===== src/rtl/regfile_pkg.sv =====
// Shared definitions for the register-file writeback arbiter: widths,
// grant-source encoding, the writeback request record and a register
// mask helper that never selects register 0.
package regfile_pkg;

    localparam int REG_ADDR_W = 5;
    localparam int DATA_W     = 32;
    localparam int NUM_REGS   = 32;

    // Which writeback source won the most recent accepted transfer.
    typedef enum logic {
        SRC_ALU = 1'b0,
        SRC_MEM = 1'b1
    } wb_src_t;

    // One writeback request: valid, destination register and value.
    typedef struct packed {
        logic                  valid;
        logic [REG_ADDR_W-1:0] dest;
        logic [DATA_W-1:0]     data;
    } wb_req_t;

    // One-hot mask for a register; register 0 yields an empty mask so it
    // is never tracked as pending.
    function automatic logic [NUM_REGS-1:0] reg_mask(input logic [REG_ADDR_W-1:0] r);
        logic [NUM_REGS-1:0] m;
        m = '0;
        if (r != '0) begin
            m[r] = 1'b1;
        end
        return m;
    endfunction

endpackage


===== src/rtl/wb_rr_arbiter.sv =====
// Two-way round-robin grant between the ALU and load writeback sources.
// Grants are combinational; the last-granted pointer is the only state.
// Handshake: a request is accepted in a cycle where its request and its
// grant are both high; at most one grant is high, and none during reset.
module wb_rr_arbiter
    import regfile_pkg::*;
(
    input  logic    clk,
    input  logic    rst_n,
    input  logic    i_req_alu,
    input  logic    i_req_mem,
    output logic    o_gnt_alu,
    output logic    o_gnt_mem,
    output wb_src_t o_last_grant
);

    wb_src_t r_last;

    // Lone requester wins outright; on contention the source not granted last wins.
    always_comb begin
        o_gnt_alu = 1'b0;
        o_gnt_mem = 1'b0;
        if (rst_n) begin
            if (i_req_mem && (!i_req_alu || r_last == SRC_ALU)) begin
                o_gnt_mem = 1'b1;
            end else if (i_req_alu) begin
                o_gnt_alu = 1'b1;
            end
        end
    end

    // Pointer moves only when a transfer is actually accepted.
    always_ff @(posedge clk or negedge rst_n) begin
        if (!rst_n) begin
            r_last <= SRC_ALU;
        end else if (o_gnt_mem) begin
            r_last <= SRC_MEM;
        end else if (o_gnt_alu) begin
            r_last <= SRC_ALU;
        end
    end

    assign o_last_grant = r_last;

endmodule


===== src/rtl/regfile_wb_arbiter.sv =====
// Register-file writeback arbiter: merges ALU and load writebacks onto a
// single registered write port, and (when REGFILE_WB_SCOREBOARD_EN is
// defined) tracks pending destinations to stall hazardous issues.
// Handshake: a source transfers in a cycle where its valid and ready are
// both 1; ready depends combinationally on valid and is never raised for
// two sources at once.
module regfile_wb_arbiter
    import regfile_pkg::*;
(
    input  logic                  clk,
    input  logic                  rst_n,
    input  logic                  alu_valid,
    output logic                  alu_ready,
    input  logic [REG_ADDR_W-1:0] alu_reg,
    input  logic [DATA_W-1:0]     alu_data,
    input  logic                  mem_valid,
    output logic                  mem_ready,
    input  logic [REG_ADDR_W-1:0] mem_reg,
    input  logic [DATA_W-1:0]     mem_data,
    output logic                  reg_write,
    output logic [REG_ADDR_W-1:0] write_reg,
    output logic [DATA_W-1:0]     write_data,
    input  logic                  issue_valid,
    input  logic [REG_ADDR_W-1:0] issue_dest,
    input  logic [REG_ADDR_W-1:0] issue_rs,
    input  logic [REG_ADDR_W-1:0] issue_rt,
    output logic                  issue_stall
);

    wb_req_t w_alu_req;
    wb_req_t w_mem_req;
    wb_req_t w_sel;
    logic    w_gnt_alu;
    logic    w_gnt_mem;
    logic    w_accept;
    wb_src_t w_last_grant;

    logic                  r_reg_write;
    logic [REG_ADDR_W-1:0] r_write_reg;
    logic [DATA_W-1:0]     r_write_data;

    assign w_alu_req = '{valid: alu_valid, dest: alu_reg, data: alu_data};
    assign w_mem_req = '{valid: mem_valid, dest: mem_reg, data: mem_data};

    wb_rr_arbiter u_rr (
        .clk          (clk),
        .rst_n        (rst_n),
        .i_req_alu    (w_alu_req.valid),
        .i_req_mem    (w_mem_req.valid),
        .o_gnt_alu    (w_gnt_alu),
        .o_gnt_mem    (w_gnt_mem),
        .o_last_grant (w_last_grant)
    );

    assign alu_ready = w_gnt_alu;
    assign mem_ready = w_gnt_mem;

    // Select the granted request; valid stays low when nothing is granted.
    always_comb begin
        w_sel = w_gnt_mem ? w_mem_req : w_alu_req;
        if (!(w_gnt_alu || w_gnt_mem)) begin
            w_sel.valid = 1'b0;
        end
    end

    assign w_accept = w_sel.valid;

    // Register the accepted write; writes to register 0 are swallowed and
    // the last address/value is held whenever no write is presented.
    always_ff @(posedge clk or negedge rst_n) begin
        if (!rst_n) begin
            r_reg_write  <= 1'b0;
            r_write_reg  <= '0;
            r_write_data <= '0;
        end else if (w_accept && w_sel.dest != '0) begin
            r_reg_write  <= 1'b1;
            r_write_reg  <= w_sel.dest;
            r_write_data <= w_sel.data;
        end else begin
            r_reg_write  <= 1'b0;
        end
    end

    assign reg_write  = r_reg_write;
    assign write_reg  = r_write_reg;
    assign write_data = r_write_data;

`ifdef REGFILE_WB_SCOREBOARD_EN
    logic [NUM_REGS-1:0] r_pending;
    logic [NUM_REGS-1:0] w_set_mask;
    logic [NUM_REGS-1:0] w_clr_mask;
    logic                w_stall;

    // Hazard check uses the pending bits as they stood at the start of the cycle.
    always_comb begin
        w_stall    = issue_valid &&
                     ((r_pending & (reg_mask(issue_rs) | reg_mask(issue_rt) |
                                    reg_mask(issue_dest))) != '0);
        w_set_mask = (issue_valid && !w_stall) ? reg_mask(issue_dest) : '0;
        w_clr_mask = w_accept ? reg_mask(w_sel.dest) : '0;
    end

    // Clear on writeback, then set on issue, so a same-cycle set wins.
    always_ff @(posedge clk or negedge rst_n) begin
        if (!rst_n) begin
            r_pending <= '0;
        end else begin
            r_pending <= (r_pending & ~w_clr_mask) | w_set_mask;
        end
    end

    assign issue_stall = w_stall;
`else
    logic w_unused_issue;
    assign w_unused_issue = &{1'b0, issue_valid, issue_dest, issue_rs, issue_rt};
    assign issue_stall    = 1'b0;
`endif

    logic w_unused_last;
    assign w_unused_last = &{1'b0, w_last_grant};

endmodule


===== config.mk =====
export PLATFORM = sky130hd
export DESIGN_NAME = regfile_wb_arbiter
export DESIGN_NICKNAME = d
export VERILOG_FILES = /design/src/rtl/regfile_pkg.sv /design/src/rtl/wb_rr_arbiter.sv /design/src/rtl/regfile_wb_arbiter.sv
export SDC_FILE = /design/constraint.sdc
export NUM_CORES = 1
export LEC_CHECK = 0
export BUFFER_PORTS_ARGS = -buffer_cell sky130_fd_sc_hd__buf_2
export CAP_MARGIN = 20
export CORE_MARGIN = 2
export CORE_UTILIZATION = 45
export DETAILED_ROUTE_END_ITERATION = 10
export GPL_TIMING_DRIVEN = 0
export HOLD_SLACK_MARGIN = 0.03
export PLACE_DENSITY = 0.86
export RECOVER_POWER = 25
export SYNTH_ARGS = -nofsm -noshare
export SYNTH_HDL_FRONTEND = slang
export SYNTH_SLANG_ARGS = --single-unit

===== constraint.sdc =====
create_clock -name clk -period 5 [get_ports clk]
set_input_delay 1.25 -clock clk [delete_from_list [all_inputs] [get_ports clk]]
set_output_delay 1.25 -clock clk [all_outputs]
set_load 0.005 [all_outputs]

[Yosys cells after proc, flatten, opt, wreduce, memory -nomap -nowiden]
Index checks and enable logic that the tools add are counted.
Storage, ports and cells
  output and inout bits: 41
  bits in registers: 39
  input bits: 94
Cells by class
  reductions and logical operators: 7
  bitwise gates (word level): 1
  mux-type cells: 10
Operator list (count)
  38-bit 2-to-1 mux: 1
  1-bit 2-to-1 mux: 9
  5-bit nonzero test: 1
  1-bit logical AND: 2
  1-bit logical OR: 2
  2-bit nonzero test: 1
  1-bit zero test: 1
  1-bit inverter: 1

[Longest topological paths before layout]
Gate-level depths: netlist (run 1).
  word-level depth: 9
  depth in mapped cells: 7

[Hierarchy]
Synthesis (run 1) repeated with hierarchy kept, for this count alone.
Unflattened totals
  cells, all modules: 137
  area total of the unflattened synthesis: 2059.5 um2
Modules (own cells, without submodules)
  regfile_wb_arbiter: instances 1, area each 1998.2 um2, cells an instance 129
  wb_rr_arbiter: instances 1, area each 61.3 um2, cells an instance 8

[Worst setup path before layout (run 1)]
OpenSTA, ideal clock, no wires.
  kind: input-to-output
  start point: in alu_valid
  end point: out alu_ready
  data required time: 3750 ps
  arrival: 1944 ps
  path slack: 1806 ps
  path buffers: 1
  stages: 3
  path through: o21ai_0 -> clkbuf_1 -> nor2_1
On the way
  cells in the longest elaborated chain, start to end: 5
  elaborated cells on any way between the ends: 6
  those cells by class: mux: 3; reduce/logical: 3
Ends and longest elaborated chain
  from (decl): line regfile_wb_arbiter.sv:12  | input logic alu_valid,
  1-bit zero test: line wb_rr_arbiter.sv:24  | if (i_req_mem && (!i_req_alu || r_last == SRC_ALU)) begin
  1-bit logical OR: line wb_rr_arbiter.sv:24
  1-bit logical AND: line wb_rr_arbiter.sv:24
  1-bit 2-to-1 mux (*): line wb_rr_arbiter.sv:24
  1-bit 2-to-1 mux (*): line wb_rr_arbiter.sv:23  | if (rst_n) begin
  to (decl): line regfile_wb_arbiter.sv:13  | output logic alu_ready,
Every way passes the cells marked *; elsewhere a longest branch is shown, timed or not.

[Worst setup path in the final report (run 1)]
  start point: in rst_n
  end point: out alu_ready
On the way
  cells in the longest elaborated chain, start to end: 1
Ends and longest elaborated chain
  from (decl): line regfile_wb_arbiter.sv:11  | input logic rst_n,
  1-bit 2-to-1 mux: line wb_rr_arbiter.sv:23
No other way between the ends.

==> flow_summary_export.csv, run 1 <==
group,metric,value,unit
drt,dr.pass1.iters,5,
drt,avgRoutedWirePerCell,14.24,µm
worst_setup_path,rr_startpoint,"u_rr.o_last_grant",
power_and_ir_drop,power.density,320.2,nW/µm²
floorplanning,start_util,0.4635,
clocking,cts_setup_buffers,0,
floorplanning,chipHeight,73.52,µm
sta,fin_crit,4150,ps
worst_setup_path,worstPathArrival,2900,ps
synthesis,avgSynthCellArea,13.76,µm²
sta,final.setup_skew,6.359,ps
place,placed_cell_area,2828,µm²
floorplanning,ios,135,
outcome,outcome,"finished, final reports clean",
cells_and_area,antennaDiodeCount,0,
run,drv_cap,0,
cells_and_area,largest_register_ffs,32,
floorplanning,die_area,5404,µm²
clocking,numCtsBuffers,5,
sta,tns,0,ps
clocking,postCtsHoldBufs,0,
worst_setup_path,r2r-end,"write_data[4]",
sta,whs,504.7,ps
worst_setup_path,r2r_cells,5,
drt,totalWireLength,4.799,mm
floorplanning,coreArea,4692,µm²
sta,fmax,241.0,MHz
drt,num_vias,1713,
worst_setup_path,endpoint,"alu_ready",
clocking,numClockSinks,39,
min_path,worstHoldPathType,"register to register",
worst_setup_path,worst-setup-path-type,"input pin to primary output",
worst_setup_path,critPathCaptureType,"primary output",
sta,final.period_utilization,0.8299,
synthesis,yosysWarningCount,0,
drt,drt_iter0_markers,35,
cells_and_area,fin_util,0.6309,
clocking,cts.clk_slew.worst_paths,60,ps
cells_and_area,syn_to_final_growth,36.13,%
cells_and_area,layout_commonest_cell,"buf_2",
floorplanning,die_x,73.52,µm
worst_setup_path,crit_path_start,"rst_n",
power_and_ir_drop,ir_drop,0.1520,mV
power_and_ir_drop,p_total,0.0009479,W
sta,final-hold-violation-count,0,
clocking,cts-root-buf,"clkbuf_8",
cells_and_area,drive_gt1_frac,0.7032,
synthesis,synthFlopType,"dfrtp_1",
drt,ant_nets,0,
synthesis,synth_edf_count,0,
clocking,insertion_delay,280,ps
drt,route.detailed.drc,0,
worst_setup_path,reg2reg_slack,2910,ps
cells_and_area,final_area,2960,µm²
place,gp_congestion,0.8802,
synthesis,synth_fp_nets,252,
worst_setup_path,startpoint_type,"input pin",
grt,grt_max_degree,44,
synthesis,ys_seq_area_frac,0.4488,
synthesis,syn_inst,158,
sta,max_slew_margin,0.4065,
grt,grt_pass1_vias,1657,
sta,worst_pin_slew,890.2,ps
cells_and_area,layout.nets,376,
synthesis,syn_area,2175,µm²
clocking,htreeDepth,2,
clocking,ctsResizeCount,0,
grt,overflow,0,
clocking,cts_buffer_depth,2,
worst_setup_path,critical_path_required,3750,ps
place,port_buffers,117,
cells_and_area,final_cell_mix,"buf_2 (119), dfrtp_1 (39), mux2_2 (36)",
synthesis,yosysUniqueCellTypes,29,
power_and_ir_drop,p_leak,1.508,nW
sta,finalSetupViolations,0,
sta,rsz0062_at_grt,"false",
grt,antenna_found_initial,0,
synthesis,async_reset_ff_frac,1.000,
grt,grt_pass1_wl,7.438,mm
worst_setup_path,crit_fanout,43,
grt,gr-usage-all-layers,0.1803,
clocking,tritoncts,"built",
floorplanning,row_count,25,
place,place_hpwl,3.620,mm
synthesis,synth.ff_latch_count,39,
sta,slew_violations,0,
drt,vias_per_cell,5.083,
==> logic make-up (layout without fill, tap and decap cells) <==
| family | count (synthesis) | in the layout | share of synthesized area |
|---|---|---|---|
| buf+inv | 13 | 138 | 0.03567 |
| compound gates | 16 | 16 | 0.06042 |
| other cells | 1 | 1 | 0.001724 |
| simple gates | 22 | 22 | 0.05984 |
| mux | 67 | 67 | 0.3936 |
| flops | 39 | 39 | 0.4488 |
==> per-layer routing <==
metal	GRT usage	vias to the layer above	part of all wire
met5	0	-	0
met4	0.05455	0	0.012
met3	0.04390	7	0.070
met2	0.2976	74	0.48
met1	0.2342	800	0.44
li1	-	832	-
==> Yosys cell counts, types with 2 or more instances <==
cell / number / area, µm²
nand2_1: 2 / 7.510
a311o_1: 2 / 20.02
o21ai_0: 3 / 15.01
nor3_1: 3 / 15.01
clkbuf_1: 3 / 11.26
o22ai_1: 3 / 18.77
buf_6: 3 / 33.78
buf_2: 2 / 10.01
dfrtp_1: 39 / 975.9
a211oi_4: 2 / 40.04
and2_1: 5 / 31.28
inv_1: 3 / 11.26
nor2_1: 2 / 7.510
mux2_2: 36 / 405.4
nand3_1: 3 / 15.01
a21oi_1: 3 / 15.01
mux2_4: 28 / 420.4
nor4_1: 3 / 18.77
mux2i_1: 3 / 30.03
==> worst max-delay path: stages <==
cell and delay [ps]:
buf_2 670, o21ai_0 400, clkbuf_1 310, nor2_1 130, buf_2 120
==> area by class of cell <==
| class | count | area, µm² |
|---|---|---|
| Timing Repair Buffer | 117 | 585.6 |
| Clock inverter | 2 | 60.06 |
| Sequential cell | 39 | 975.9 |
| Fill cell | 396 | 1732 |
| Buffer | 9 | 62.56 |
| Multi-Input combinational cell | 106 | 1121 |
| Inverter | 4 | 15.01 |
| Clock buffer | 6 | 72.57 |
| Tap cell | 54 | 67.56 |
==> stage by stage <==
step	setup WS (ps)	cells
4_1_cts	766.1	337
2_1_floorplan	1806	158
3_3_place_gp	816.4	329
5_1_grt	580.0	337
6_report	850.4	337
3_5_place_dp	788.3	329
==> how the worst min path moves through the flow <==
| stage | startpoint | cells after the start | endpoint | slack [ps] |
|---|---|---|---|---|
| 2_1_floorplan | u_rr.o_last_grant | 1 | u_rr.o_last_grant | 470 |
| 3_3_place_gp | write_data[23] | 1 | write_data[23] | 480 |
| 3_5_place_dp | write_data[31] | 1 | write_data[31] | 490 |
| 4_1_cts | write_data[20] | 1 | write_data[20] | 510 |
| 5_1_grt | write_data[20] | 1 | write_data[20] | 520 |
| 6_report | write_data[9] | 1 | write_data[9] | 500 |
==> report_power, final <==
group          internal (W)  switching (W)
Clock              0.000199       0.000106
Sequential         0.000368      0.0000269
Combinational      0.000153      0.0000947
(Power assumes the default switching activity.)
==> inputs of run 2 (changes only) <==
ABC_AREA = 1   (was unset)
CORE_UTILIZATION = 39   (was 45)
PLACE_DENSITY = 0.79   (was 0.86)
clock period = 3.8 ns   (was 5 ns; I/O delays follow)
==> flow_summary_export.csv, run 2 <==
group,metric,value,unit
sta,finalSetupViolations,0,
worst_setup_path,critical_path_required,2850,ps
floorplanning,row_count,26,
drt,vias_per_cell,4.456,
grt,grt_pass1_vias,2145,
sta,max_slew_margin,0.6129,
floorplanning,die_area,6108,µm²
floorplanning,chipHeight,78.16,µm
sta,final.period_utilization,0.8698,
power_and_ir_drop,p_switching,0.0003533,W
floorplanning,coreArea,5205,µm²
grt,antenna_found_initial,0,
synthesis,synth_fp_nets,402,
clocking,cts_buffer_depth,2,
synthesis,synth_largest_type_area_fraction,0.4551,
clocking,numCtsBuffers,5,
cells_and_area,largest_register_ffs,32,
worst_setup_path,crit_fanout,45,
synthesis,ys_top_cells_by_count,"nand2_1 (175), dfrtp_1 (39), nand3_1 (37)",
cells_and_area,final_cell_mix,"nand2_1 (175), buf_2 (118), dfrtp_1 (39)",
clocking,cts_setup_buffers,0,
floorplanning,start_util,0.4120,
power_and_ir_drop,switching_share,0.3066,
drt,drt_iter0_markers,92,
cells_and_area,fin_util,0.5587,
min_path,worstHoldPathType,"register to register",
synthesis,avgSynthCellArea,6.963,µm²
clocking,cts-root-buf,"clkbuf_8",
clocking,postCtsHoldBufs,0,
synthesis,synthTopCellsByArea,"dfrtp_1 (46%), nand2_1 (31%), nand3_1 (8.6%)",
drt,num_vias,2237,
grt,grt_max_degree,46,
synthesis,synth.ff_latch_count,39,
sta,fin_crit,3305,ps
cells_and_area,layout_commonest_cell,"nand2_1",
grt,grt_pass1_wl,9.328,mm
drt,ant_nets,0,
cells_and_area,syn_to_final_growth,35.59,%
power_and_ir_drop,p_leak,1.825,nW
power_and_ir_drop,seq_power_share,0.472,
worst_setup_path,critPathCaptureType,"primary output",
clocking,htreeDepth,2,
outcome,outcome,"finished, final reports clean",
sta,tns,0,ps
grt,overflow,0,
run,drv_cap,0,
synthesis,yosys.area.top_type,"dfrtp_1",
cells_and_area,antennaDiodeCount,0,
synthesis,async_reset_ff_frac,1.000,
synthesis,syn_inst,308,
grt,gr-usage-all-layers,0.1892,
sta,fmax,302.5,MHz
sta,rsz0062_at_grt,"false",
power_and_ir_drop,power.clock.fraction,0.238,
worst_setup_path,startpoint_type,"input pin",
synthesis,ys_seq_area_frac,0.4551,
power_and_ir_drop,comb_power_share,0.290,
sta,final-hold-violation-count,0,
floorplanning,ios,135,
clocking,tritoncts,"built",
cells_and_area,layout.nets,526,
drt,totalWireLength,5.374,mm
cells_and_area,drive_gt1_frac,0.3472,
drt,dr.pass1.iters,4,
worst_setup_path,worst-setup-path-type,"input pin to primary output",
floorplanning,die_x,78.16,µm
synthesis,yosysWarningCount,0,
synthesis,yosysMostFrequentCell,"nand2_1",
sta,slew_violations,0,
synthesis,yosysUniqueCellTypes,20,
synthesis,syn_area,2145,µm²
power_and_ir_drop,p_int,0.0007987,W
sta,final.setup_skew,8.078,ps
drt,avgRoutedWirePerCell,10.71,µm
place,place_hpwl,4.174,mm
drt,route.detailed.drc,0,
clocking,ctsResizeCount,0,
clocking,cts.clk_slew.worst_paths,70,ps
synthesis,synth_edf_count,0,
clocking,insertion_delay,280,ps
cells_and_area,fill_cells,518,
power_and_ir_drop,power.density,396.2,nW/µm²
synthesis,synthFlopType,"dfrtp_1",
place,gp_congestion,0.7582,
place,port_buffers,117,
sta,whs,465.0,ps
sta,worst_pin_slew,580.6,ps
power_and_ir_drop,ir_drop,0.1715,mV
clocking,numClockSinks,39,
worst_setup_path,worstPathArrival,2360,ps
==> run 2: layout make-up <==
cell class | instances | area [µm²] | area share
Clock buffer | 6 | 82.58 | 0.02840
Multi-Input combinational cell | 235 | 988.4 | 0.3399
Sequential cell | 39 | 975.9 | 0.3356
Buffer | 18 | 120.1 | 0.04131
Clock inverter | 1 | 5.005 | 0.001721
Tap cell | 70 | 87.58 | 0.03012
Timing Repair Buffer | 117 | 588.1 | 0.2022
Inverter | 16 | 60.06 | 0.02065
==> run 2: logic make-up after synthesis <==
family	Yosys count	synth area share
AND/OR/NAND/NOR	231	0.4475
flip-flops	39	0.4551
buffers and inverters	34	0.08402
AO/OA/AOI/OAI	3	0.01167
other	1	0.001749
==> run 2: layer usage <==
layer | global-route usage | vias to the layer above | wire (µm)
met3 | 0.04253 | 6 | 338
met5 | 0 | - | 0
met1 | 0.2245 | 965 | 2350
li1 | - | 1186 | -
met2 | 0.3448 | 80 | 2618
met4 | 0.04912 | 0 | 67
==> run 2: worst paths after layout <==
path | end | startpoint | depth (start not counted) | slack [ps]
max | mem_ready | rst_n | 5 | 490
max in group asynchronous | write_data[10] | rst_n | 1 | 2710
min reg2reg | write_reg[3] | write_reg[3] | 2 | 460
min | write_reg[3] | write_reg[3] | 2 | 460
max reg2reg | write_data[20] | u_rr.o_last_grant | 11 | 2040
min in group asynchronous | write_data[29] | rst_n | 1 | 690
==> run 2: stage by stage <==
stage	setup WS [ps]	instances	total power (W)	instance area [µm²]
after floorplan	1329	308	0.0007213	2145
after global placement	197.1	495	0.0008811	2818
after detailed placement	153.7	495	0.0008920	2818
after CTS	153.9	502	0.001172	2905
after global routing	275.7	502	0.001246	2908
final	494.6	502	0.001152	2908
==> run 2: power by group through the flow <==
| stage | combinational, W | clock, W | sequential [W] |
|---|---|---|---|
| global route | 0.000387 | 0.000305 | 0.000554 |
| global placement | 0.000333 | 0 | 0.000548 |
| floorplan | 0.000163 | 0 | 0.000559 |
| CTS | 0.000341 | 0.000286 | 0.000544 |
| detailed placement | 0.000340 | 0 | 0.000551 |
| finish | 0.000334 | 0.000275 | 0.000543 |
==> run 2: worst max-delay path, cell delays in order <==
cell and delay [ps]:
clkbuf_4 490, nand3_2 210, inv_2 170, clkbuf_1 330, buf_2 190
